`src/rtl/pfpu_ctlif_gen.sv`:
```
// CSR control interface for the PFPU: register bank, start queue, diagnostic counters and interrupts.
// Define PFPU_WATCHDOG_EN to build the run watchdog (TIMEOUT register, abort pulse, status bit1).
module pfpu_ctlif_gen #(
    parameter logic [3:0] csr_addr  = 4'h0,
    parameter int         MESH_W    = 7,
    parameter int         PAGE_W    = 2,
    parameter int         PROG_AW   = 9,
    parameter int         REGF_AW   = 7,
    parameter int         CNT_W     = 14,
    parameter int         TIMEOUT_W = 20
) (
    input  logic                sys_clk,
    input  logic                sys_rst_n,
    input  logic [13:0]         csr_a,
    input  logic                csr_we,
    input  logic [31:0]         csr_di,
    output logic [31:0]         csr_do,
    output logic                irq,
    output logic                start,
    output logic                abort,
    input  logic                busy,
    output logic [28:0]         dma_base,
    output logic [MESH_W-1:0]   hmesh_last,
    output logic [MESH_W-1:0]   vmesh_last,
    output logic [REGF_AW-1:0]  cr_addr,
    input  logic [31:0]         cr_di,
    output logic [31:0]         cr_do,
    output logic                cr_w_en,
    output logic [PAGE_W-1:0]   cp_page,
    output logic [PROG_AW-1:0]  cp_offset,
    input  logic [31:0]         cp_di,
    output logic [31:0]         cp_do,
    output logic                cp_w_en,
    input  logic                vnext,
    input  logic                err_collision,
    input  logic                err_stray,
    input  logic [10:0]         pc,
    input  logic [31:0]         wbm_adr_o,
    input  logic                wbm_ack_i
);

    localparam logic [CNT_W-1:0] CNT_MAX = '1;
    localparam logic [CNT_W-1:0] CNT_PRE = CNT_MAX - CNT_W'(1);

    logic                 w_sel;
    logic                 w_ctl_we;
    logic                 w_start_req;
    logic                 w_eng_busy;
    logic                 w_issue;
    logic                 w_done_evt;
    logic                 w_sat_evt;
    logic                 w_wd_evt;
    logic [2:0]           w_ev;
    logic [2:0]           w_clr;
    logic [31:0]          w_ctl_rdata;
    logic [TIMEOUT_W-1:0] w_timeout;

    logic                    r_start;
    logic                    r_pending;
    logic                    r_irq;
    logic                    r_old_busy;
    logic [2:0]              r_status;
    logic [2:0]              r_mask;
    logic [28:0]             r_dma_base;
    logic [MESH_W-1:0]       r_hmesh;
    logic [MESH_W-1:0]       r_vmesh;
    logic [PAGE_W-1:0]       r_page;
    logic [31:0]             r_last_dma;
    logic [2:0][CNT_W-1:0]   r_cnt;
    logic                    r_rd_ctl;
    logic                    r_rd_cr;
    logic                    r_rd_cp;
    logic [31:0]             r_ctl_q;

    // Bank decode and the memory pass-through paths are purely combinational.
    assign w_sel    = (csr_a[13:10] == csr_addr);
    assign w_ctl_we = w_sel && csr_we && (csr_a[9:8] == 2'b00);
    assign cp_w_en  = w_sel && csr_we && csr_a[9];
    assign cr_w_en  = w_sel && csr_we && (csr_a[9:8] == 2'b01);
    assign cr_addr  = csr_a[REGF_AW-1:0];
    assign cp_offset = csr_a[PROG_AW-1:0];
    assign cr_do    = csr_di;
    assign cp_do    = csr_di;

    // A start just issued counts as busy so a queued request cannot double-fire.
    assign w_start_req = w_ctl_we && (csr_a[3:0] == 4'h0) && csr_di[0];
    assign w_eng_busy  = busy || r_start;
    assign w_issue     = !w_eng_busy && (r_pending || w_start_req);
    assign w_done_evt  = r_old_busy && !busy;
    assign w_ev        = {err_stray, err_collision, vnext};
    assign w_clr       = (w_ctl_we && (csr_a[3:0] == 4'hA)) ? csr_di[2:0] : 3'b000;

    // NOTE: every always_comb output gets a default first so no latch is inferred.
    always_comb begin
        w_sat_evt = 1'b0;
        for (int i = 0; i < 3; i++) begin
            if (!w_issue && w_ev[i] && (r_cnt[i] == CNT_PRE)) w_sat_evt = 1'b1;
        end
    end

    always_comb begin
        w_ctl_rdata = '0;
        case (csr_a[3:0])
            4'h0:    w_ctl_rdata = {30'd0, r_pending, busy};
            4'h1:    w_ctl_rdata = {r_dma_base, 3'b000};
            4'h2:    w_ctl_rdata = 32'(r_hmesh);
            4'h3:    w_ctl_rdata = 32'(r_vmesh);
            4'h4:    w_ctl_rdata = 32'(r_page);
            4'h5:    w_ctl_rdata = 32'(r_cnt[0]);
            4'h6:    w_ctl_rdata = 32'(r_cnt[1]);
            4'h7:    w_ctl_rdata = 32'(r_cnt[2]);
            4'h8:    w_ctl_rdata = r_last_dma;
            4'h9:    w_ctl_rdata = 32'(pc);
            4'hA:    w_ctl_rdata = {29'd0, r_status};
            4'hB:    w_ctl_rdata = {29'd0, r_mask};
            4'hC:    w_ctl_rdata = 32'(w_timeout);
            default: w_ctl_rdata = '0;
        endcase
    end

    // NOTE: sequential state uses non-blocking assignments only, so all flops update together.
    always_ff @(posedge sys_clk or negedge sys_rst_n) begin
        if (!sys_rst_n) begin
            r_start    <= 1'b0;
            r_pending  <= 1'b0;
            r_irq      <= 1'b0;
            r_old_busy <= 1'b0;
            r_status   <= 3'b000;
            r_mask     <= 3'b001;
            r_dma_base <= '0;
            r_hmesh    <= '0;
            r_vmesh    <= '0;
            r_page     <= '0;
            r_last_dma <= '0;
            r_cnt      <= '0;
            r_rd_ctl   <= 1'b0;
            r_rd_cr    <= 1'b0;
            r_rd_cp    <= 1'b0;
            r_ctl_q    <= '0;
        end else begin
            r_start    <= w_issue;
            r_old_busy <= busy;
            if (w_issue)          r_pending <= 1'b0;
            else if (w_start_req) r_pending <= 1'b1;

            if (w_ctl_we) begin
                case (csr_a[3:0])
                    4'h1:    r_dma_base <= csr_di[31:3];
                    4'h2:    r_hmesh    <= csr_di[MESH_W-1:0];
                    4'h3:    r_vmesh    <= csr_di[MESH_W-1:0];
                    4'h4:    r_page     <= csr_di[PAGE_W-1:0];
                    4'hB:    r_mask     <= csr_di[2:0];
                    default: ;
                endcase
            end

            if (wbm_ack_i) r_last_dma <= wbm_adr_o;

            for (int i = 0; i < 3; i++) begin
                if (w_issue)                             r_cnt[i] <= '0;
                else if (w_ev[i] && r_cnt[i] != CNT_MAX) r_cnt[i] <= r_cnt[i] + CNT_W'(1);
            end

            // Set wins over a same-cycle write-1-to-clear.
            r_status <= (r_status & ~w_clr) | {w_sat_evt, w_wd_evt, w_done_evt};
            r_irq    <= |(r_status & r_mask);

            r_rd_ctl <= w_sel && (csr_a[9:8] == 2'b00);
            r_rd_cr  <= w_sel && (csr_a[9:8] == 2'b01);
            r_rd_cp  <= w_sel && csr_a[9];
            r_ctl_q  <= w_ctl_rdata;
        end
    end

`ifdef PFPU_WATCHDOG_EN
    logic [TIMEOUT_W-1:0] r_timeout;
    logic [TIMEOUT_W-1:0] r_wd_cnt;
    logic                 r_wd_fired;
    logic                 r_abort;
    logic                 w_wd_at_limit;

    assign w_wd_at_limit = (r_timeout != '0) && (r_wd_cnt == r_timeout);
    assign w_wd_evt      = busy && w_wd_at_limit && !r_wd_fired;

    always_ff @(posedge sys_clk or negedge sys_rst_n) begin
        if (!sys_rst_n) begin
            r_timeout  <= '0;
            r_wd_cnt   <= '0;
            r_wd_fired <= 1'b0;
            r_abort    <= 1'b0;
        end else begin
            if (w_ctl_we && (csr_a[3:0] == 4'hC)) r_timeout <= csr_di[TIMEOUT_W-1:0];
            r_abort <= w_wd_evt;
            // The count parks at the limit and the fired flag keeps abort to one pulse per run.
            if (!busy) begin
                r_wd_cnt   <= '0;
                r_wd_fired <= 1'b0;
            end else begin
                if (w_wd_evt)       r_wd_fired <= 1'b1;
                if (!w_wd_at_limit) r_wd_cnt   <= r_wd_cnt + TIMEOUT_W'(1);
            end
        end
    end

    assign abort     = r_abort;
    assign w_timeout = r_timeout;
`else
    assign w_wd_evt  = 1'b0;
    assign abort     = 1'b0;
    assign w_timeout = '0;
`endif

    assign csr_do     = ({32{r_rd_ctl}} & r_ctl_q) | ({32{r_rd_cp}} & cp_di) | ({32{r_rd_cr}} & cr_di);
    assign irq        = r_irq;
    assign start      = r_start;
    assign dma_base   = r_dma_base;
    assign hmesh_last = r_hmesh;
    assign vmesh_last = r_vmesh;
    assign cp_page    = r_page;

endmodule
```
`config.mk`:
```
export PLATFORM = sky130hd
export DESIGN_NAME = pfpu_ctlif_gen
export DESIGN_NICKNAME = d
export VERILOG_FILES = /design/src/rtl/pfpu_ctlif_gen.sv
export SDC_FILE = /design/constraint.sdc
export NUM_CORES = 1
export LEC_CHECK = 0
export CAP_MARGIN = 20
export CORE_AREA = 2 2 127 178
export CTS_CLUSTER_DIAMETER = 60
export DETAILED_ROUTE_END_ITERATION = 8
export DIE_AREA = 0 0 129 180
export PLACE_DENSITY = 0.78
export SLEW_MARGIN = 20
export SYNTH_ARGS = -nofsm -noshare
export SYNTH_HDL_FRONTEND = slang
export SYNTH_SLANG_ARGS = --single-unit
```
`constraint.sdc`:
```
create_clock -name sys_clk -period 1.5 [get_ports sys_clk]
set_input_delay 0.3 -clock sys_clk [delete_from_list [all_inputs] [get_ports sys_clk]]
set_output_delay 0.3 -clock sys_clk [all_outputs]
set_load 0.03 [all_outputs]
```
Word level (Yosys, flattened, before mapping):

Cells that the tools add are included.

* output and inout bits: 162
* logic and storage cells: 100
* input bits: 161
* register bits after elaboration: 164

* equality and inequality tests: 18
* mux-type cells: 13
* bitwise gates (word level): 9
* reductions and logical operators: 39
* add/sub/neg operators: 3

Operators by type and width (number)
* 32-bit one-hot mux with 12 select lines: 1
* 32-bit bitwise AND: 3
* 14-bit 2-to-1 mux: 6
* 32-bit OR: 2
* 14-bit by 1-bit adder with 14-bit output (second input constant): 3
* 14-bit == test (second input constant): 3
* 14-bit != test (second input constant): 3
* 1-bit logical AND: 21
* 4-bit by 3-bit == test with 1-bit output (second input constant): 4
* 4-bit == test (second input constant): 4
* 2-bit AND reduction: 5
* 4-bit by 2-bit == test with 1-bit output (second input constant): 2
* 4-bit logical NOT: 2
* 2-bit nonzero test: 4
* 3-bit bitwise AND: 2
* 1-bit 2-to-1 mux: 5
* 4-bit by 1-bit == test with 1-bit output (second input constant): 1
* 1-bit logical NOT: 3
* 3-bit 2-to-1 mux: 1
* 3-bit inverter: 1
* 3-bit OR: 1
* 3-bit OR reduction: 1
* 2-bit by 1-bit == test with 1-bit output (second input constant): 1
* 2-bit logical NOT: 1
* 1-bit logical OR: 2

Depth between registers and ports, before layout:

Gate-level depths: netlist of run 1.

* depth after elaboration: 14
* depth in mapped cells: 8
* depth with buffers taken out: 6

Worst setup path after synthesis of run 1:

OpenSTA, ideal clock, no wires.

* kind: input -> register
* start: input csr_a[11]
* end: register r_dma_base[18], in the netlist dma_base[18]
* setup slack: -0.128 ns
* cell stages on the path: 7
* data arrival time: 1.503 ns
* required time: 1.375 ns
* path through: nor4_4 > and2_1 > buf_6 > nand2_2 > buf_6 > buf_6 > mux2_4

* longest elaborated chain between the ends: 4

RTL lines
* start: declaration: line 14 `input logic [13:0] csr_a,`
* 4-bit logical NOT: line 76 `assign w_sel = (csr_a[13:10] == csr_addr);`
* 1-bit logical AND (2 in a row): line 77 `assign w_ctl_we = w_sel && csr_we && (csr_a[9:8] == 2'b00);`
* 2-bit AND reduction (no source line)
* end signal: assignment: line 148 `4'h1: r_dma_base <= csr_di[31:3];`
* end: declaration: line 64 `logic [28:0] r_dma_base;`

Every way passes these cells.
A chain may end at the register's enable or synchronous reset.

Final worst setup path of run 1:

* start: register r_rd_ctl
* end: output csr_do[6]

* longest elaborated chain between the ends: 3

RTL lines
* start: declaration: line 70 `logic r_rd_ctl;`
* start signal: assignment: line 168 `r_rd_ctl <= w_sel && (csr_a[9:8] == 2'b00);`
* 32-bit bitwise AND: line 213 `assign csr_do = ({32{r_rd_ctl}} & r_ctl_q) | ({32{r_rd_cp}} & cp_di) | ({32{r_rd_cr}} & cr_di);`
* 32-bit OR (2 in a row): line 213
* end: declaration: line 17 `output logic [31:0] csr_do,`

Every way passes these cells.

==> results of run 1 <==
-- cell families after synthesis --
kind of cell / after synthesis
XOR/XNOR: 2
adder cells (fa/ha/maj): 6
AO/OA/AOI/OAI: 179
multiplexers: 86
AND/OR/NAND/NOR: 189
buffers and inverters: 178
flip-flops: 164
other: 1
-- synth_stat cells (4+ instances only) --
library cell	count	area, sq um
dfrtp_1	163	4080
buf_4	82	616
mux2_2	72	811
inv_1	51	191
a222oi_1	40	400
a21oi_1	34	170
nand2_1	28	105
nand3_1	24	120
nand4_1	23	144
a22oi_1	22	165
a22o_1	21	184
buf_2	20	100
o21ai_0	20	100
clkbuf_1	19	71.3
nor2_1	19	71.3
or3_1	18	113
o31ai_1	14	105
nor3_1	11	55.1
mux2_4	10	150
or4_1	10	75.1
and2_1	9	56.3
and3_1	9	56.3
ha_1	6	75.1
nor2b_1	6	37.5
a211oi_1	4	30.0
mux2i_1	4	40.0
nand3b_1	4	30.0
nor4_1	4	25.0
nor4_2	4	50.1
-- per-layer routing --
layer	wire [um]	global-route usage (%)	vias to the layer above	part of all wire [%]
met3	3510	6.61	179	9.4
met2	18800	51.2	654	51
li1	-	-	3828	-
met4	2290	15.6	0	6.2
met5	0	0	-	0
met1	12600	32.6	4489	34
-- power by group --
part	leakage [nW]	internal (mW)	switching [mW]
clock network	0.308	2.68	1.99
logic	4.52	1.88	1.90
registers	2.16	4.78	0.378
-- placed cells by master (no fill, tap or decap), types with 5 or more instances in the layout --
cell type,instances
and2_1,6
or4_4,8
o21ai_1,9
inv_1,50
a222oi_1,40
clkbuf_2,14
nand2_1,28
clkdlybuf4s50_1,140
a22o_1,21
o31ai_1,10
clkbuf_16,19
buf_12,25
nand4_1,23
dfrtp_2,5
o21ai_0,7
a21oi_2,19
buf_6,74
nor2_1,15
mux2_4,10
dfrtp_1,158
or3_4,7
a21oi_1,15
buf_4,236
mux2_2,72
nor3_4,5
nor4_4,10
a22oi_1,22
nand3_1,16
and3_1,6
nand3_4,6
buf_2,7
clkdlybuf4s15_1,6
dlygate4sd2_1,9
clkdlybuf4s15_2,17
or3_1,11
-- worst paths after layout --
kind,from,endpoint,slack [ps]
worst max register to register,r_cnt[14]$_DFFE_PN0P_,r_cnt[25]$_DFFE_PN0P_,-420
worst min-delay path,csr_a[10],r_rd_ctl$_DFF_PN0_,170
worst min register to register,r_last_dma[31]$_DFFE_PN0P_,r_ctl_q[31]$_DFF_PN0_,490
min in group asynchronous,sys_rst_n,r_cnt[18]$_DFFE_PN0P_,330
worst max-delay path,r_rd_ctl$_DFF_PN0_,csr_do[6],-590
max in group asynchronous,sys_rst_n,r_mask[0]$_DFFE_PN1P_,550
-- final cells by class --
type                    count  area, sq um
fillers                  1506         6940
repair buffers            538         5150
multi-input cells         464         4310
flip-flops and latches    164         4110
clock buffers              17          425
well taps                 297          372
clock inverters            15          195
inverters                  51          194
diodes                      3         7.51
-- sequential cells by signal, summed over array words and instances, names as in the netlist, 2 cells and up --
name        cells
r_last_dma     32
r_ctl_q        32
r_cnt          42
vmesh_last      7
r_status        3
dma_base       29
cp_page         2
r_mask          3
hmesh_last      7
-- stage by stage --
step / hold WS [ps] / power [mW] / setup TNS, ps / cell area, sq um
3_3_place_gp: 215 / 7.86 / -71550 / 12600
2_1_floorplan: 4.41 / 6.40 / -1570 / 8800
4_1_cts: 163 / 13.1 / -15440 / 14300
5_1_grt: 169 / 14.0 / -27850 / 14800
6_report: 170 / 13.6 / -22990 / 14800
3_5_place_dp: 212 / 7.94 / -73070 / 12600
-- critical path: cells and delay by family, from the launching register on --
kind                   cells  cell delay (ps)
buffers and inverters      4              560
flip-flops                 1              430
AO/OA/AOI/OAI              1              370
-- what timing repair did --
action,4_1_cts,5_1_grt
endpoints found under the hold margin,29,0
setup endpoints to repair,194,132
setup buffers,40,21
pin swaps,96,64
hold buffers,1,0
resized for setup,267,116
cloned,8,3
==> flow_metrics.tcl, run 1 <==
set metrics [dict create \
    status "finished, violations left" \
    violations "setup timing" \
    drt-total-wl_um 37200 \
    cp.arrival_ps 1790 \
    yosys.area_share.simple_pct 13.1 \
    rows 64 \
    cap_violations 0 \
    setup_viol 74 \
    worstSetupPathType "flip-flop to output pin" \
    slew-limit-headroom_pct 57.4 \
    synth-edff-count 0 \
    grt_pass1_vias 9076 \
    max-clock-path-buffers 2 \
    synth_cells 805 \
    grt_max_degree 52 \
    cp_max_fo 10 \
    synth_compound_area_share_pct 15.7 \
    final_max_slew_viol_count 0 \
    cts_htree_levels 4 \
    ir_worst_vdd_mv 0.868 \
    drc 0 \
    die-area_sq_um 23200 \
    ioPinCount 323 \
    synthFlopType "dfrtp_1" \
    yosysUniqueCellTypes 65 \
    final_hold_viol_count 0 \
    post-route-util_pct 68.0 \
    muxShareOfSynthArea_pct 11.4 \
    p_leak_nw 6.99 \
    antenna_found_initial 3 \
    drive_above_1_share_pct 49.1 \
    synth_seq_cells 164 \
    finClkSkew_ps 11.9 \
    start_util_pct 40.3 \
    grt_pass1_wl_um 51900 \
    numCtsBuffers 17 \
    hpwl_um 23400 \
    preCtsSetupSlack_ps -693 \
    root_buffer "clkbuf_16" \
    insertion_delay_ps 430 \
    required_ps 1200 \
    max_stage_delay_ps 430 \
    fin_cells 1549 \
    cts_tree "yes" \
    hold_path_class "input pin to flip-flop" \
    synth_top_family_by_area "compound AO/OA/AOI/OAI gates" \
    grt.overflow.total 0 \
    num_vias 9150 \
    drtAntennaViolNets 0 \
    ys_warn_count 0 \
    syn_area_sq_um 8740 \
    die_x_um 129 \
    setup_ws_ps -595 \
    ys_seq_area_share_pct 46.9 \
    first_pass_iters 9 \
    placed_cells 1450 \
    fmax_mhz 477 \
    drt_iter0_drc 1190 \
    cts_num_sinks 164 \
    cpMaxStageDelayCell "dfrtp_2" \
    core_area_sq_um 21700 \
    fin_crit_ps 2090 \
    worstMarginPinSlew_ps 637 \
    syn_area_per_cell_sq_um 10.9 \
    clk_pin_slew_ps 70 \
    wl_per_cell_um 24.0 \
    path_cells "buf_12, buf_4, a222oi_1, inv_1, buf_6" \
    die_h_um 180 \
    synthAdderAreaFrac_pct 0.858 \
    gp_congestion 0.936 \
    viasPerCell 5.91 \
    final_nets 1403 \
    rsz0062_at_grt "yes" \
    endpoint_kind "output pin" \
    portBuffers 310 \
    syn_nets 972 \
    synthArstFlopShare_pct 100 \
    power_density_nw_per_um2 922 \
    synthXorXnorAreaFrac_pct 0.200 \
    worst_setup_path_start_kind "flip-flop" \
    r2r_cells 8 \
    period_share_pct 140 \
    syn2layout_area_growth_pct 68.8 \
    grtUsageTotal_pct 29.3 \
    holdPathStages 3 \
]
Power figures use the tool's default switching activity.
==> run 2, diff against run 1 <==
--- a/config.mk
+++ b/config.mk
@@ -11,6 +11,7 @@
 export DETAILED_ROUTE_END_ITERATION = 8
 export DIE_AREA = 0 0 129 180
 export PLACE_DENSITY = 0.78
+export REMOVE_ABC_BUFFERS = 1
 export SLEW_MARGIN = 20
 export SYNTH_ARGS = -nofsm -noshare
 export SYNTH_HDL_FRONTEND = slang
==> flow_metrics.tcl, run 2 (synthesis gave the netlist of run 1 again) <==
set metrics [dict create \
    largest_reg_flops 42 \
    grt.overflow.total 0 \
    ioPinCount 323 \
    die_x_um 129 \
    swShare_pct 31.5 \
    core_area_sq_um 21700 \
    final_hold_viol_count 0 \
    final_common_cell "buf_4" \
    gp_congestion 0.935 \
    die-area_sq_um 23200 \
    portBuffers 310 \
    combPwrFrac_pct 26.5 \
    final_max_slew_viol_count 0 \
    fin_cells 1517 \
    required_ps 1200 \
    start_util_pct 40.3 \
    rows 64 \
    hold_path_class "input pin to flip-flop" \
    fmax_mhz 482 \
    fin_crit_ps 2070 \
    drtAntennaViolNets 0 \
    setup_ws_ps -573 \
    rsz0062_at_grt "yes" \
    p_leak_nw 6.70 \
    p_seq_share_pct 39.5 \
    antenna_found_initial 1 \
    hpwl_um 21100 \
    viasPerCell 5.87 \
    cap_violations 0 \
    grt_max_degree 54 \
    cp.arrival_ps 1770 \
    setup_tns_ps -19250 \
    period_share_pct 138 \
    most-common-layout-cells "224 x buf_4, 157 x dfrtp_1, 142 x clkdlybuf4s50_1, 71 x mux2_2, 52 x buf_6" \
    drt_iter0_drc 903 \
    max-clock-path-buffers 2 \
    placed_cells 1436 \
    power_density_nw_per_um2 907 \
    numCtsBuffers 17 \
    regMostFlops "r_cnt" \
    worst_setup_path_start_kind "flip-flop" \
    ir_worst_vdd_mv 0.893 \
    timing.hold.ws_ps 276 \
    setup_viol 78 \
    clk_pin_slew_ps 60 \
    endpoint_kind "output pin" \
    clockPowerShare_pct 34.0 \
    syn2layout_area_growth_pct 65.1 \
    root_buffer "clkbuf_16" \
    drc 0 \
    violations "setup timing" \
    internal_power_mw 8.97 \
    final_nets 1374 \
    grtUsageTotal_pct 26.4 \
    finClkSkew_ps 9.00 \
    drt-total-wl_um 34500 \
    netSwitchingPower_mw 4.12 \
    drive_above_1_share_pct 48.2 \
    grt_pass1_wl_um 47400 \
    status "finished, violations left" \
    cts_num_sinks 164 \
    p_total_mw 13.1 \
    insertion_delay_ps 440 \
    reg_top3 "r_cnt (42), r_ctl_q (32), r_last_dma (32)" \
    num_vias 8901 \
    cp_max_fo 11 \
    cts_htree_levels 4 \
    die_h_um 180 \
    grt_pass1_vias 8657 \
    cts_tree "yes" \
    first_pass_iters 9 \
    nFillCells 1504 \
    worstSetupPathType "flip-flop to output pin" \
    wl_per_cell_um 22.8 \
]
==> run 2: cell types whose count changed in the layout (fill, tap and decap cells not counted), sizes merged, moves of 2 or more <==
cell / before / now
dlygate4sd2: 9 / 7
clkdlybuf4s15: 23 / 32
buf: 348 / 314
clkinvlp: 0 / 2
clkdlybuf4s50: 140 / 142
clkbuf: 33 / 30
diode: 3 / 1
==> run 2: power by group through the flow <==
stage               combinational, mW  clock [mW]  sequential (mW)
floorplan                       0.713           0             5.19
global placement                 2.62           0             5.11
detailed placement               2.70           0             5.13
CTS                              3.01        4.46             5.12
global route                     3.65        4.66             5.20
finish                           3.47        4.45             5.17
==> run 2: worst max-delay path: stages, from the launching register on <==
cell and delay, ps:
dfrtp_2 450, buf_12 170, buf_12 130, a222oi_1 320, inv_1 110, buf_6 150
==> run 2: stage by stage <==
| stage | cell area, sq um | worst slack, ps | utilization, % |
|---|---|---|---|
| floorplan | 7910 | -999 | - |
| global placement | 12500 | -634 | 57.7 |
| detailed placement | 12500 | -648 | 57.7 |
| CTS | 13900 | -557 | 64.0 |
| global route | 14400 | -635 | 66.5 |
| finish | 14400 | -573 | 66.5 |
==> run 2: repair_timing <==
action / CTS / global route
buffers inserted: 24 / 18
resized for setup: 248 / 119
endpoints found under the hold margin: 26 / 0
endpoints found under the setup margin: 204 / 91
pin swaps: 57 / 75
cloned: 6 / 3
hold buffers: 1 / 0
==> run 2: layer usage <==
metal  vias to the layer above  track usage, %  routed length, um
met1                      4410            29.3              12200
met2                       558            46.7              17900
li1                       3763               -                  -
met4                         0            15.3               2160
met5                         -               0                  0
met3                       170            4.61               2280
==> run 2: final timing paths <==
kind,startpoint,endpoint,slack (ps),depth (start not counted)
hold reg to reg,r_old_busy$_DFF_PN0_,r_status[0]$_DFF_PN0_,490,1
max in group asynchronous,sys_rst_n,r_rd_cp$_DFF_PN0_,560,3
min in group asynchronous,sys_rst_n,dma_base[4]$_DFFE_PN0P_,310,2
setup / recovery,r_rd_cp$_DFF_PN0_,csr_do[31],-570,5
setup reg to reg,r_cnt[14]$_DFFE_PN0P_,r_status[2]$_DFF_PN0_,-220,8
hold / removal,csr_a[11],r_rd_ctl$_DFF_PN0_,280,4
==> run 2: final cells by class <==
type / instances / area [sq um] / area share (%)
Timing Repair Buffer: 510 / 4920 / 34.1
Multi-Input combinational cell: 463 / 4260 / 29.5
Sequential cell: 164 / 4110 / 28.5
Clock buffer: 17 / 425 / 2.95
Tap cell: 297 / 372 / 2.57
Inverter: 51 / 194 / 1.34
Clock inverter: 14 / 151 / 1.05
Antenna cell: 1 / 2.50 / 0.0173
==> run 3, diff against run 2 <==
--- a/config.mk
+++ b/config.mk
@@ -6,11 +6,14 @@
 export NUM_CORES = 1
 export LEC_CHECK = 0
 export CAP_MARGIN = 20
-export CORE_AREA = 2 2 127 178
+export CELL_PAD_IN_SITES_DETAIL_PLACEMENT = 0
+export CELL_PAD_IN_SITES_GLOBAL_PLACEMENT = 1
+export CORE_AREA = 2 2 123 172
 export CTS_CLUSTER_DIAMETER = 60
 export DETAILED_ROUTE_END_ITERATION = 8
-export DIE_AREA = 0 0 129 180
-export PLACE_DENSITY = 0.78
+export DIE_AREA = 0 0 125 174
+export DONT_BUFFER_PORTS = 1
+export PLACE_DENSITY = 0.77
 export REMOVE_ABC_BUFFERS = 1
 export SLEW_MARGIN = 20
 export SYNTH_ARGS = -nofsm -noshare
==> flow_metrics.tcl, run 3 (synthesis gave the netlist of run 1 again) <==
set metrics [dict create \
    cap_violations 0 \
    cts_htree_levels 4 \
    endpoint_kind "output pin" \
    nFillCells 1704 \
    clk_pin_slew_ps 70 \
    setup_tns_ps -14170 \
    grt_max_degree 165 \
    reg_top3 "r_cnt (42), r_ctl_q (32), r_last_dma (32)" \
    preCtsSetupSlack_ps -234 \
    num_vias 7330 \
    die-area_sq_um 21800 \
    rows 62 \
    cts_tree "yes" \
    hold_path_class "input pin to asynchronous set/reset pin" \
    worst_setup_path_start_kind "flip-flop" \
    finClkSkew_ps 18.0 \
    drt-total-wl_um 29300 \
    worstSetupPathType "flip-flop to output pin" \
    gp_congestion 0.891 \
    drtAntennaViolNets 0 \
    required_ps 1200 \
    final_hold_viol_count 164 \
    numCtsBuffers 17 \
    r2r_setup_slack_ps -170 \
    cp_max_fo 32 \
    grt.overflow.total 0 \
    die_x_um 125 \
    hpwl_um 20300 \
    drt_iter0_drc 695 \
    drive_above_1_share_pct 44.7 \
    r2r_start "r_cnt[14]$_DFFE_PN0P_" \
    power_density_nw_per_um2 1050 \
    r2r_cells 7 \
    status "finished, violations left" \
    period_share_pct 130 \
    core_area_sq_um 20300 \
    portBuffers 0 \
    crit_start "r_rd_ctl$_DFF_PN0_" \
    drc 0 \
    wl_per_cell_um 25.4 \
    grt_pass1_wl_um 42700 \
    largest_reg_flops 42 \
    violations "hold timing, setup timing" \
    multi_input_area_sq_um 4220 \
    setup_viol 63 \
    final_nets 1048 \
    insertion_delay_ps 440 \
    viasPerCell 6.36 \
    grtUsageTotal_pct 25.4 \
    final_common_cell "dfrtp_1" \
    most-common-layout-cells "159 x dfrtp_1, 118 x buf_4, 71 x mux2_2, 40 x a222oi_1, 38 x buf_6" \
    setup_ws_ps -457 \
    syn2layout_area_growth_pct 27.2 \
    ir_worst_vdd_mv 0.854 \
    die_h_um 174 \
    timing.hold.ws_ps -433 \
    rr_endpoint "r_cnt[18]$_DFFE_PN0P_" \
    fmax_mhz 511 \
    ioPinCount 323 \
    p_leak_nw 5.15 \
    final_max_slew_viol_count 0 \
    cp.arrival_ps 1660 \
    fin_crit_ps 1960 \
    root_buffer "clkbuf_16" \
    regArea_sq_um 4110 \
    endpoint "csr_do[7]" \
    antenna_found_initial 5 \
    grt_pass1_vias 7359 \
    post-route-util_pct 54.7 \
    first_pass_iters 8 \
    max-clock-path-buffers 2 \
    rsz0062_at_grt "yes" \
    start_util_pct 43.0 \
    cts_num_sinks 164 \
    regMostFlops "r_cnt" \
]
==> run 3: changes by cell type in the layout (fill, tap and decap cells not counted), sizes merged <==
| cell | before | now |
|---|---|---|
| dlygate4sd3 | 1 | 19 |
| clkbuf | 30 | 18 |
| dlygate4sd2 | 7 | 0 |
| clkinvlp | 2 | 1 |
| clkdlybuf4s50 | 142 | 0 |
| clkinv | 4 | 7 |
| diode | 1 | 2 |
| dlymetal6s2s | 1 | 0 |
| buf | 314 | 165 |
| bufinv | 2 | 0 |
| clkdlybuf4s15 | 32 | 0 |
==> run 3: metal layers <==
layer	track usage (%)	wire, um	up-vias
met5	0	26	-
met4	12.4	1200	4
met3	5.66	2220	73
met2	44.5	15400	444
met1	29.3	10500	3700
li1	-	-	3109
==> run 3: report_power, final <==
part           switching (mW)  internal, mW  total, mW
sequential              0.377          4.78       5.16
combinational            1.06          1.16       2.22
clock                    2.09          2.24       4.32
total                    3.53          8.18       11.7
==> run 3: per-stage QoR <==
| step | power, mW | cells | cell area (sq um) |
|---|---|---|---|
| after global placement | 6.66 | 1066 | 9340 |
| after floorplan | 5.91 | 678 | 7910 |
| final | 11.7 | 1152 | 11100 |
| after CTS | 11.5 | 1126 | 10600 |
| after detailed placement | 6.75 | 1066 | 9340 |
| after global routing | 12.2 | 1152 | 11100 |
==> run 3: final cells by class <==
type / instances / area share [%]
clock inverters: 14 / 1.45
well taps: 256 / 2.88
multi-input cells: 463 / 37.9
diodes: 2 / 0.0450
inverters: 51 / 1.74
repair buffers: 184 / 15.1
flip-flops and latches: 164 / 37.0
clock buffers: 18 / 3.86
==> run 3: worst max-delay path: stages, from the launching register on <==
cell and delay [ps]:
dfrtp_1 400, buf_12 170, a222oi_1 390, inv_1 100, buf_6 150
==> run 3: worst min-delay path by stage <==
| stage | startpoint | to | slack, ps | cells past startpoint |
|---|---|---|---|---|
| after floorplan | sys_rst_n | cp_page[0]$_DFFE_PN0P_ | 4 | 0 |
| after global placement | sys_rst_n | dma_base[7]$_DFFE_PN0P_ | 9 | 0 |
| after detailed placement | sys_rst_n | r_cnt[22]$_DFFE_PN0P_ | 10 | 0 |
| after CTS | sys_rst_n | hmesh_last[4]$_DFFE_PN0P_ | -450 | 0 |
| after global routing | sys_rst_n | dma_base[5]$_DFFE_PN0P_ | -440 | 0 |
| final | sys_rst_n | r_cnt[22]$_DFFE_PN0P_ | -430 | 0 |
==> run 3: what timing repair did <==
item,in CTS,in global routing
cloned,0,1
pin swaps,59,74
endpoints found under the setup margin,67,77
resized for setup,103,82
endpoints found under the hold margin,182,167
setup buffers,18,20
hold buffers,16,3
==> RTL edit 1: new RTL, flow settings as in run 3 <==
Put one more register stage on the output `irq`, with the module's reset. The value now appears one clock later. The other outputs are not delayed to match.
--- a/src/rtl/pfpu_ctlif_gen.sv
+++ b/src/rtl/pfpu_ctlif_gen.sv
@@ -211,7 +211,13 @@
 `endif
 
     assign csr_do     = ({32{r_rd_ctl}} & r_ctl_q) | ({32{r_rd_cp}} & cp_di) | ({32{r_rd_cr}} & cr_di);
-    assign irq        = r_irq;
+    always_ff @(posedge sys_clk or negedge sys_rst_n) begin
+        if (!sys_rst_n) begin
+            irq <= '0;
+        end else begin
+            irq <= r_irq;
+        end
+    end
     assign start      = r_start;
     assign dma_base   = r_dma_base;
     assign hmesh_last = r_hmesh;
Check against the original RTL: not equivalent (a bounded check fails within 4 cycles, from zero or initial values and one cycle with sys_rst_n low).
==> RTL edit 1 against run 3 <==
The flow still finishes with violations (negative hold slack, negative setup slack); sequential cell count is 1 higher; sequential share of layout area decreased by 2.6 points; worst hold slack worse by 0.0095 ns; area after synthesis rose by 0.21%; wire length up 4.3%; sequential power up 3%; combinational power rose by 59%; cell area grew 8.4%; first-iteration DRC count up 0.72%; power increased by 12%; worst setup slack worse by 0.054 ns; count of clock-buffer cells in the layout stayed put; highest routed layer unchanged.
==> RTL edit 1: results (changes against run 3) <==
The run finished, with violations left. The final reports fail on negative hold slack, negative setup slack. The capture point of the worst reg-to-reg path is r_cnt[25]. The share of synthesized area occupied by flip-flops and latches was 47.13% (+0.19 points). Via-per-instance ratio: 6.082 (-4.4%). The fraction of layout cells with a size suffix above 1 is 46.47% (+1.7 points).

The sum of negative setup slack was -15.64 ns (-1.468 ns); the number of endpoints with negative hold slack in the final report was 165 (+0.61%). The filler cell count in the final layout is 1,585 (-7.0%). The reg2reg setup slack was -0.25 ns (-0.08 ns); the worst-path maximum fanout was 30 (-6.3%). The minimum clock period works out to 2.011 ns (+0.05389 ns). For the total iterations of the first detailed-routing run, the log shows 7 (-1).

The detailed-placement wirelength estimate was 20,460 um (+0.74%); the minimum hold slack was -0.4427 ns (-0.009539 ns). In this run the critical register-to-register path is launched from r_cnt[15]. The run gives 72 (+11%) as the number of distinct library cells after synthesis. The worst IR drop on VDD is 0.6695 mV (-22%), and the total detailed-routing wirelength is 30,550 um (+4.3%). The routability congestion estimate is 0.9225 (+3.5%), and the starting DRC count in detailed routing is 700 (+0.72%). The delay of the slowest critical-path stage was 0.42 ns (+0.02 ns); the least setup slack across all paths after layout was -0.5107 ns (-0.05388 ns). For the total of endpoints with negative setup slack in the final report, the log shows 66 (+4.8%). The pin count of the biggest net entering global routing is 166 (+0.61%), and the number of cell instances on the worst register-to-register path is 6 (-1). The run gives 6 (+1) as the number of antenna violations at the first check in global routing.
-- RTL edit 1: cell count changes after synthesis, sizes merged, moves of 6 or more --
cell	delta
buf	-14
inv	-8
clkbuf	+7
nand4	-6
nor2	+6
or3	-6
-- RTL edit 1: cells by family after synthesis --
family | after synthesis | share of synthesized area, %
AOI/OAI and AO/OA | 176 | 15.75
xor gates and xnor gates | 5 | 0.4997
adders and majority gates | 6 | 0.8566
buffers and inverters | 163 | 10.81
DFF | 165 | 47.13
muxes | 89 | 11.74
other | 1 | 0.04279
and+or+nand+nor | 193 | 13.18
-- RTL edit 1: worst max-delay path: cells and delay by family, from the launching register on --
family	cells	cell delay [ns]
buffers and inverters	3	0.43
DFF	1	0.42
AOI/OAI and AO/OA	1	0.41
-- RTL edit 1: layout make-up --
class / instances / area (um2) / area share [%]
inverter: 43 / 161.4 / 1.339
antenna: 5 / 12.51 / 0.1038
clock inverter: 14 / 127.6 / 1.058
clock buffer: 18 / 429.2 / 3.559
multi-input combinational: 470 / 4420 / 36.66
timing repair buffer: 267 / 2447 / 20.30
tap: 256 / 320.3 / 2.656
sequential: 165 / 4139 / 34.33
-- RTL edit 1: metrics by stage --
stage	std cells	power (W)	util, %	worst slack (ns)
floorplan	678	0.006324	-	-1.285
global placement	1092	0.007412	47.21	-0.3137
detailed placement	1092	0.007520	47.21	-0.3652
CTS	1187	0.01251	55.14	-0.4511
global route	1235	0.01364	59.29	-0.5769
finish	1238	0.01309	59.33	-0.5107
-- RTL edit 1: worst max-delay path by stage --
| stage | from | end | slack (ns) |
|---|---|---|---|
| after global placement | csr_a[11] | r_status[0] | -0.31 |
| after floorplan | csr_a[11] | r_cnt[27] | -1.29 |
| final | r_rd_cp | csr_do[15] | -0.51 |
| after CTS | r_rd_ctl | csr_do[1] | -0.45 |
| after detailed placement | csr_a[11] | vmesh_last[4] | -0.37 |
| after global routing | r_rd_cp | csr_do[15] | -0.58 |
-- RTL edit 1: metal layers --
metal	up-vias	track usage, %	wire, um	part of all wire [%]
met3	70	7.849	2129	7.0
met5	-	0	14	0.046
met2	366	45.83	15980	52
met4	2	14.26	1391	4.6
met1	3809	29.25	11040	36
li1	3283	-	-	-
-- RTL edit 1: power by group --
part | internal, W | switching (W)
clock network | 0.00230 | 0.00191
registers | 0.00489 | 0.000458
logic | 0.00192 | 0.00162
-- RTL edit 1: what timing repair did --
action / 4_1_cts / 5_1_grt
pin swaps: 65 / 81
hold buffers: 37 / 19
resized for setup: 115 / 98
endpoints found under the setup margin: 70 / 87
buffers inserted: 30 / 33
hold endpoints to repair: 210 / 184
cloned: 0 / 0
==> RTL edit 2: new RTL, config.mk and constraints of run 3 <==
Without the edit above. The option `PFPU_WATCHDOG_EN` is turned on by a define.
--- a/src/rtl/pfpu_ctlif_gen.sv
+++ b/src/rtl/pfpu_ctlif_gen.sv
@@ -1,5 +1,7 @@
 // CSR control interface for the PFPU: register bank, start queue, diagnostic counters and interrupts.
 // Define PFPU_WATCHDOG_EN to build the run watchdog (TIMEOUT register, abort pulse, status bit1).
+`define PFPU_WATCHDOG_EN
+
 module pfpu_ctlif_gen #(
     parameter logic [3:0] csr_addr  = 4'h0,
     parameter int         MESH_W    = 7,
Function: changed (a bounded check fails within 4 cycles, from zero or initial values and one cycle with sys_rst_n low).
==> RTL edit 2 against run 3 <==
The flow still finishes with violations (negative hold slack, negative setup slack); register-to-register slack got worse by 0.44 ns; core utilization rose by 21 points; first-iteration DRC count rose by 0.43%; power rose by 31%; die area did not move; worst setup slack got worse by 0.21 ns; cell area rose by 38%; wire length rose by 31%; largest power group unchanged; worst hold slack got worse by 0.077 ns; combinational power rose by 77%; area after synthesis rose by 21%; via count rose by 29%; sequential cell count rose by 42.
==> RTL edit 2: results (changes against run 3) <==
The most critical setup path has its startpoint at r_rd_cp. For the arrival time reported for the critical path endpoint, the log shows 1.87 ns (+0.21 ns). The flow ran to the end, but the final reports show violations. The worst-path maximum fanout came out at 10 (-69%). The detailed-placement wirelength estimate is 23,820 um (+17%), and the number of cell instances on the worst register-to-register path is 9 (+2). The fraction of met2 tracks used by global routing is 59.96% (+16 points), and the minimum hold slack is -0.5099 ns (-0.07676 ns). The cell family with the largest share of critical-path delay was compound AO/OA/AOI/OAI gates. The run gives 51 (+33) as the number of buffers added for setup after CTS. The least setup slack across all paths after layout came out at -0.6704 ns (-0.2136 ns). The checks that failed: negative hold slack, negative setup slack.

The run gives -55.36 ns (-41.19 ns) as the sum of negative setup slack. Routability congestion estimate: 0.8811 (-1.1%). Share of synthesized area occupied by flip-flops and latches: 48.56% (+1.6 points).

The number of endpoints with negative hold slack in the final report was 206 (+26%); the first-pass GRT wire length was 56,890 um (+33%). The worst setup slack after placement was -0.7962 ns (-0.5622 ns). Counting instances in the post-synthesis netlist gives the leading cell types as sky130_fd_sc_hd__dfrtp_1, sky130_fd_sc_hd__mux2_2, sky130_fd_sc_hd__buf_4. For the number of global-route vias before repair, the log shows 9,809 (+33%). The cell count after placement came out at 1,316 (+23%). The tools report the insertion delay to the later sink of the worst-skew pair as 0.51 ns (+0.07 ns).

The worst clock skew on the final layout came out at 0.01132 ns (-0.006636 ns). By area the synthesized netlist is led by sky130_fd_sc_hd__dfrtp_1, sky130_fd_sc_hd__mux2_2, sky130_fd_sc_hd__buf_4, sky130_fd_sc_hd__a222oi_1, sky130_fd_sc_hd__nor2_1. The tools report the global-route met1 utilization as 37.16% (+7.8 points). The critical path ends at csr_do[2]. The global-route track usage on met3 was 8.095% (+2.4 points). The run gives 172 (+170%) as the total of endpoints with negative setup slack in the final report. The aggregate global-route resource usage came out at 33.86% (+8.4 points). For the TritonCTS buffer count, the log shows 21 (+4). The run gives 973 (+21%) as the gate count after technology mapping.

The met1 layer wirelength in the final routing was 13,370 um (+28%); the count of hold buffers inserted by post-cts repair was 102 (+86).
[RTL edit 2: cell types whose count changed after synthesis, sizes merged, moves of 9 or more]
cell | run 3 | this run
a21oi | 34 | 21
a222oi | 40 | 49
buf | 108 | 97
clkbuf | 19 | 35
dfrtp | 163 | 205
mux2 | 82 | 102
nand2 | 29 | 43
nand3 | 24 | 33
nor2 | 19 | 64
or3 | 18 | 5
xnor2 | 2 | 27
xor2 | 0 | 27
[RTL edit 2: cell families (layout without fill, tap and decap cells)]
group,Yosys count,in the layout,synth area share [%]
and+or+nand+nor,243,244,11.81
other,0,7,0
muxes,111,111,11.78
DFF,206,206,48.56
buffers and inverters,182,473,9.827
adders and majority gates,7,7,0.8248
AOI/OAI and AO/OA,170,170,12.75
xor gates and xnor gates,54,54,4.454
[RTL edit 2: area by class of cell]
type | instances | area, um2 | area share (%)
flip-flops and latches | 206 | 5156 | 33.59
repair buffers | 386 | 3720 | 24.23
clock inverters | 1 | 5.005 | 0.03261
well taps | 256 | 320.3 | 2.087
clock buffers | 36 | 621.8 | 4.051
inverters | 50 | 187.7 | 1.223
multi-input cells | 586 | 5321 | 34.67
diodes | 7 | 17.52 | 0.1141
[RTL edit 2: worst min path at each step]
| stage | to | slack [ns] | cells after the start |
|---|---|---|---|
| 3_5_place_dp | vmesh_last[0] | 0.01 | 0 |
| 5_1_grt | hmesh_last[5] | -0.52 | 0 |
| 2_1_floorplan | abort | 0.004 | 0 |
| 4_1_cts | r_last_dma[6] | -0.53 | 0 |
| 6_report | r_last_dma[1] | -0.51 | 0 |
| 3_3_place_gp | vmesh_last[2] | 0.01 | 0 |
[RTL edit 2: power breakdown]
part / internal [W] / switching (W) / total (W)
registers: 0.00605 / 0.000386 / 0.00643
clock network: 0.00280 / 0.00221 / 0.00501
logic: 0.00200 / 0.00193 / 0.00392
